==> config.mk <==
export PLATFORM = sky130hd
export DESIGN_NAME = microseq_ctrl_flat
export DESIGN_NICKNAME = d
export VERILOG_FILES = /design/src/rtl/microseq_ctrl_if.sv /design/src/rtl/microseq_ctrl.sv /design/src/flat_wrapper.sv
export SDC_FILE = /design/constraint.sdc
export NUM_CORES = 2
export LEC_CHECK = 0
export CORE_UTILIZATION = 55
export CTS_CLUSTER_DIAMETER = 30
export CTS_CLUSTER_SIZE = 20
export DETAILED_ROUTE_END_ITERATION = 8
export DONT_BUFFER_PORTS = 1
export HOLD_SLACK_MARGIN = 0.15
export PLACE_DENSITY = 0.69
export SYNTH_ARGS = -nofsm -noshare
export SYNTH_HDL_FRONTEND = slang
export SYNTH_SLANG_ARGS = --single-unit
==> constraint.sdc <==
create_clock -name clk -period 3.7 [get_ports clk]
set_input_delay 0.555 -clock clk [delete_from_list [all_inputs] [get_ports clk]]
set_output_delay 0.555 -clock clk [all_outputs]
set_load 0.05 [all_outputs]
==> src/rtl/microseq_ctrl_if.sv <==
// Sequencer-side bundle: start/stall control, condition inputs, microcode load
// port and the registered control-word outputs.
interface microseq_ctrl_if #(
  parameter int AW    = 6,
  parameter int CW    = 32,
  parameter int NFLAG = 2
);
  localparam int SW = ($clog2(NFLAG) > 1) ? $clog2(NFLAG) : 1;
  localparam int W  = 3 + SW + AW + CW;

  logic             start;
  logic             stall;
  logic [NFLAG-1:0] flags;
  logic [AW-1:0]    opcode;
  logic             ld_en;
  logic [AW-1:0]    ld_addr;
  logic [W-1:0]     ld_data;
  logic [CW-1:0]    ctrl_out;
  logic             ctrl_valid;
  logic [AW-1:0]    upa;
  logic             finish;
  logic             err;

  modport master (
    output start, stall, flags, opcode, ld_en, ld_addr, ld_data,
    input  ctrl_out, ctrl_valid, upa, finish, err
  );

  modport slave (
    input  start, stall, flags, opcode, ld_en, ld_addr, ld_data,
    output ctrl_out, ctrl_valid, upa, finish, err
  );
endinterface

==> src/rtl/microseq_ctrl.sv <==
// Microprogram sequencer: writable control store, conditional branches,
// opcode dispatch and a bounded subroutine return stack.
module microseq_ctrl #(
  parameter int AW         = 6,
  parameter int CW         = 32,
  parameter int NFLAG      = 2,
  parameter int SDEPTH     = 4,
  parameter int START_ADDR = 0
) (
  input logic            clk,
  input logic            rst_n,
  microseq_ctrl_if.slave bus
);
  localparam int SW  = ($clog2(NFLAG) > 1) ? $clog2(NFLAG) : 1;
  localparam int W   = 3 + SW + AW + CW;
  localparam int SPW = $clog2(SDEPTH + 1);
  localparam int IW  = (SDEPTH > 1) ? $clog2(SDEPTH) : 1;
  localparam logic [AW-1:0] START = AW'(START_ADDR);

  localparam logic [2:0] M_SEQ  = 3'd0;
  localparam logic [2:0] M_JUMP = 3'd1;
  localparam logic [2:0] M_DISP = 3'd2;
  localparam logic [2:0] M_BRT  = 3'd3;
  localparam logic [2:0] M_BRF  = 3'd4;
  localparam logic [2:0] M_CALL = 3'd5;
  localparam logic [2:0] M_RET  = 3'd6;
  localparam logic [2:0] M_HALT = 3'd7;

  typedef enum logic [1:0] {S_IDLE, S_RUN, S_DONE} state_t;

  state_t         state;
  logic [W-1:0]   store [2**AW];
  logic [AW-1:0]  stack [SDEPTH];
  logic [SPW-1:0] sp;
  logic           halt_pend;
  logic [AW-1:0]  upa_p0;
  logic [CW-1:0]  ctrl_p1;
  logic           vld_p1;
  logic           finish_q;
  logic           err_q;

  logic [W-1:0]        word;
  logic [2:0]          mode;
  logic [SW-1:0]       csel;
  logic [AW-1:0]       nxt;
  logic [CW-1:0]       wctrl;
  logic [AW-1:0]       upa_inc;
  logic [(1<<SW)-1:0]  flags_ext;
  logic                flag_sel;
  logic                full;
  logic                empty;
  logic [IW-1:0]       top_idx;
  logic [IW-1:0]       push_idx;
  logic [AW-1:0]       next_upa;
  logic                do_push;
  logic                do_pop;
  logic                fault;
  logic                is_halt;
  logic                advance;

  // Fetch stage: decode the word addressed by the current microaddress
  assign word             = store[upa_p0];
  assign {mode, csel, nxt, wctrl} = word;
  assign upa_inc          = upa_p0 + AW'(1);
  assign full             = (sp == SPW'(SDEPTH));
  assign empty            = (sp == '0);
  assign top_idx          = IW'(sp - SPW'(1));
  assign push_idx         = IW'(sp);
  assign advance          = (state == S_RUN) && !bus.stall && !halt_pend;

  // Selects beyond the implemented flags read as 0
  always_comb begin
    flags_ext              = '0;
    flags_ext[NFLAG-1:0]   = bus.flags;
  end
  assign flag_sel = flags_ext[csel];

  always_comb begin
    next_upa = upa_inc;
    do_push  = 1'b0;
    do_pop   = 1'b0;
    fault    = 1'b0;
    is_halt  = 1'b0;
    case (mode)
      M_SEQ:  next_upa = upa_inc;
      M_JUMP: next_upa = nxt;
      M_DISP: next_upa = bus.opcode;
      M_BRT:  if (flag_sel) next_upa = nxt;
      M_BRF:  if (!flag_sel) next_upa = nxt;
      M_CALL: begin
        if (full) begin
          fault = 1'b1;
        end else begin
          do_push  = 1'b1;
          next_upa = nxt;
        end
      end
      M_RET: begin
        if (empty) begin
          fault = 1'b1;
        end else begin
          do_pop   = 1'b1;
          next_upa = stack[top_idx];
        end
      end
      M_HALT: begin
        is_halt  = 1'b1;
        next_upa = upa_p0;
      end
      default: next_upa = upa_inc;
    endcase
  end

  // Control store and return stack hold data only; reset leaves them intact
  always_ff @(posedge clk) begin
    if (bus.ld_en && (state != S_RUN)) store[bus.ld_addr] <= bus.ld_data;
  end

  always_ff @(posedge clk) begin
    if (advance && do_push) stack[push_idx] <= upa_inc;
  end

  // Sequencer stage: state, microaddress, stack pointer and output registers
  always_ff @(posedge clk or negedge rst_n) begin
    if (!rst_n) begin
      state     <= S_IDLE;
      upa_p0    <= START;
      ctrl_p1   <= '0;
      vld_p1    <= 1'b0;
      finish_q  <= 1'b0;
      err_q     <= 1'b0;
      sp        <= '0;
      halt_pend <= 1'b0;
    end else begin
      case (state)
        S_RUN: begin
          if (!bus.stall) begin
            if (halt_pend || fault) begin
              // HALT word already presented for its one cycle, or stack fault
              state     <= S_DONE;
              finish_q  <= 1'b1;
              ctrl_p1   <= '0;
              vld_p1    <= 1'b0;
              halt_pend <= 1'b0;
              if (!halt_pend) err_q <= 1'b1;
            end else begin
              ctrl_p1   <= wctrl;
              vld_p1    <= 1'b1;
              upa_p0    <= next_upa;
              halt_pend <= is_halt;
              if (do_push) sp <= sp + SPW'(1);
              else if (do_pop) sp <= sp - SPW'(1);
            end
          end
        end
        default: begin
          ctrl_p1 <= '0;
          vld_p1  <= 1'b0;
          if (bus.start) begin
            state     <= S_RUN;
            upa_p0    <= START;
            sp        <= '0;
            err_q     <= 1'b0;
            finish_q  <= 1'b0;
            halt_pend <= 1'b0;
          end
        end
      endcase
    end
  end

  assign bus.ctrl_out   = ctrl_p1;
  assign bus.ctrl_valid = vld_p1;
  assign bus.upa        = upa_p0;
  assign bus.finish     = finish_q;
  assign bus.err        = err_q;
endmodule

==> src/flat_wrapper.sv <==
// flat-port wrapper written by rule: the top's interface ports become plain ports
module microseq_ctrl_flat 
#(
  parameter int AW         = 6,
  parameter int CW         = 32,
  parameter int NFLAG      = 2,
  parameter int SDEPTH     = 4,
  parameter int START_ADDR = 0
)
  (clk, rst_n, bus_start, bus_stall, bus_flags, bus_opcode, bus_ld_en, bus_ld_addr, bus_ld_data, bus_ctrl_out, bus_ctrl_valid, bus_upa, bus_finish, bus_err);
  microseq_ctrl_if #(.AW(AW), .CW(CW), .NFLAG(NFLAG)) bus_i ();
  input logic clk;
  input logic rst_n;
  input wire logic [$bits(bus_i.start)-1:0] bus_start;
  input wire logic [$bits(bus_i.stall)-1:0] bus_stall;
  input wire logic [$bits(bus_i.flags)-1:0] bus_flags;
  input wire logic [$bits(bus_i.opcode)-1:0] bus_opcode;
  input wire logic [$bits(bus_i.ld_en)-1:0] bus_ld_en;
  input wire logic [$bits(bus_i.ld_addr)-1:0] bus_ld_addr;
  input wire logic [$bits(bus_i.ld_data)-1:0] bus_ld_data;
  output wire logic [$bits(bus_i.ctrl_out)-1:0] bus_ctrl_out;
  output wire logic [$bits(bus_i.ctrl_valid)-1:0] bus_ctrl_valid;
  output wire logic [$bits(bus_i.upa)-1:0] bus_upa;
  output wire logic [$bits(bus_i.finish)-1:0] bus_finish;
  output wire logic [$bits(bus_i.err)-1:0] bus_err;
  assign bus_i.start = bus_start;
  assign bus_i.stall = bus_stall;
  assign bus_i.flags = bus_flags;
  assign bus_i.opcode = bus_opcode;
  assign bus_i.ld_en = bus_ld_en;
  assign bus_i.ld_addr = bus_ld_addr;
  assign bus_i.ld_data = bus_ld_data;
  assign bus_ctrl_out = bus_i.ctrl_out;
  assign bus_ctrl_valid = bus_i.ctrl_valid;
  assign bus_upa = bus_i.upa;
  assign bus_finish = bus_i.finish;
  assign bus_err = bus_i.err;
  microseq_ctrl #(.AW(AW), .CW(CW), .NFLAG(NFLAG), .SDEPTH(SDEPTH), .START_ADDR(START_ADDR)) u_core (.clk(clk), .rst_n(rst_n), .bus(bus_i));
endmodule
==> metrics.csv <==
metric,value,unit
cp-end-kind,flip-flop,
synth.distinct_cells,76,
grtUsageTotal,33.0,%
drv_cap,0,
ys_seq_elements,2758,
rsz0062_at_grt,false,
arrival,4.36,ns
rrSetupSlack,0.20,ns
vias,57200,
synth_top_area_share,76.7,%
drtIter0Drc,9842,
row_count,160,
dpl_cell_area,0.112,sq mm
cts_sinks,2758,
cts.htree.levels,5,
synthCells,4700,
ys_top_cells_by_count,"edfxtp_1, mux4_2, mux2i_1",
fillers,11300,
ys_warn_count,0,
globalplace.congestion,0.841,
grt_pass1_wl,440000,microns
nets,5375,
status,finished with violations,
timing.rr.start,u_core.bus.upa[0]$_DFFE_PN0P_,
p_per_area,797,mW/mm^2
fin_area,0.130,sq mm
clk_root_buffer_cell,clkbuf_16,
die_x,441,microns
dr.pass1.iters,8,
ys_seq_area_share,77.7,%
start_util,55.6,%
fin_crit_sh,94.6,%
tightest_slew,1.18,ns
required,4.56,ns
clk_path_buf_depth,4,
syn_to_final_growth,22.2,%
netlist_top_cells_area,"edfxtp_1, mux4_2, mux2i_1, dfrtp_1, a221oi_1",
drive_gt1_share,33.6,%
max_slew_margin,21.1,%
synth.net_count,4768,
die_area,0.195,sq mm
final_util,68.0,%
hp-class,in2reg,
start_kind,flip-flop,
yosysMostFrequentCell,edfxtp_1,
io_pins,102,
period_needed,3.50,ns
crit_path_max_fanout,32,
ant_nets,0,
r2r_cells,11,
antenna_found_initial,9,
via_per_inst,6.96,
p_leak,0.0418,uW
portBuffers,0,
clk_pin_slew,0.05,ns
ir_worst_vdd,0.000630,V
wirelength,319000,microns
cp-endpoint,u_core.bus.upa[4]$_DFFE_PN0P_,
grt_max_degree,86,
cts_tree,done,
grt_overflow_total,0,
startpoint,u_core.bus.upa[0]$_DFFE_PN0P_,
async_reset_ff_share,1.67,%
netlist_area,0.106,sq mm
cts_buffers,482,
clk_latency,1.01,ns
critical_path_class,reg2reg,
dp.cells,7229,
fin_skew,0.0594,ns
avgRoutedWirePerCell,38.8,microns
synth_top_cell_by_area,edfxtp_1,
final_max_slew_viol_count,0,
core_area,0.191,sq mm
p_total,103000,uW
place_hpwl,160000,microns
clock.fmax,286,MHz
synth_flop_cell,edfxtp_1,
syn_area_per_cell,22.6,sq um
instances_no_fill,8228,
r2r-end,u_core.bus.upa[4]$_DFFE_PN0P_,
hold_viol,0,
die_h,441,microns
setup_tns,0,ns
violations,DRC,
drc,1,
grt_pass1_vias,56600,
synth-edff-count,2712,
setup_viol,0,
[report_power, final]
group	internal [uW]	switching [uW]	total, uW
registers	34800	1060	35800
logic	10200	12700	22900
clock network	29200	15500	44700
[kinds of logic after synthesis]
kind of cell	synth area share, %
AND/OR/NAND/NOR	1.38
AO/OA/AOI/OAI	2.75
XOR/XNOR	0.0412
flip-flops	77.7
multiplexers	16.5
buffers and inverters	1.48
adder cells (fa/ha/maj)	0.0824
[worst min-delay path by stage]
stage | startpoint | end | slack (ns) | cells after the start
after floorplan | rst_n | u_core.bus.ctrl_out[0]$_DFFE_PN0P_ | 0.26 | 0
after global placement | rst_n | u_core.sp[0]$_DFFE_PN0P_ | 0.27 | 0
after CTS | bus_flags[1] | u_core.bus.upa[3]$_DFFE_PN0P_ | 0.19 | 6
final | bus_flags[1] | u_core.bus.upa[3]$_DFFE_PN0P_ | 0.25 | 6
after detailed placement | rst_n | u_core.bus.upa[4]$_DFFE_PN0P_ | 0.27 | 0
after global routing | bus_ld_addr[1] | u_core.store[27][23]$_DFFE_PP_ | 0.24 | 3
[layer usage]
layer	vias up	share of wire, %	global-route usage (%)	wire [microns]
met3	818	13	9.50	42500
met4	4	4.5	13.6	14300
met5	-	0.0097	0	31
met1	30100	36	45.9	115000
met2	4827	46	49.7	148000
li1	21500	-	-	-
[repair_timing]
action / 4_1_cts / 5_1_grt
setup buffers: 0 / 6
endpoints found under the setup margin: 0 / 29
gates resized for setup: 0 / 3
endpoints found under the hold margin: 2769 / 0
hold buffers: 99 / 0
[through the flow]
stage          setup slack, ns  hold WS (ns)
2_1_floorplan           0.0514         0.259
3_3_place_gp             0.113         0.265
3_5_place_dp            0.0821         0.265
4_1_cts                 0.0404         0.189
5_1_grt                 0.0973         0.238
6_report                 0.200         0.253
[placed cells by master (no fill, tap or decap), drive strengths merged, types with 59 or more instances in the layout]
master,Yosys,routed
edfxtp,2712,2712
mux4,674,674
clkbuf,113,541
buf,144,325
mux2i,201,201
clkinv,2,162
nand2,110,110
o21ai,110,110
nor2,104,104
a21oi,93,93
bufinv,0,69
inv,13,67
a221oi,65,65
clkinvlp,0,59
[worst max-delay path: stages (launching register included)]
cell and delay (ns):
dfrtp_4 0.42, buf_12 0.16, buf_12 0.28, mux4_2 0.55, nand2_1 0.09, a21oi_1 0.06, a311o_2 0.47, and2_1 0.27
o211a_1 0.16, a211oi_4 0.24, nor3_1 0.09, or4_1 0.53
[flip-flops by register name, indices dropped and copies added, names as in the netlist]
signal                 cells
u_core.bus.ctrl_out       32
u_core.bus.ctrl_valid      1
u_core.bus.err             1
u_core.bus.upa             6
u_core.halt_pend           1
u_core.sp                  3
u_core.stack              24
u_core.state               2
u_core.store            2688
[layout make-up]
type	instances	area [sq um]	area share, %
Clock inverter	342	3930	3.03
Timing Repair Buffer	380	4910	3.78
Tap cell	2511	3140	2.42
Antenna cell	11	27.5	0.0212
Sequential cell	2758	82600	63.6
Multi-Input combinational cell	1670	22600	17.4
Inverter	15	68.8	0.0530
Clock buffer	541	12600	9.68
Power figures use the tool's default switching activity.
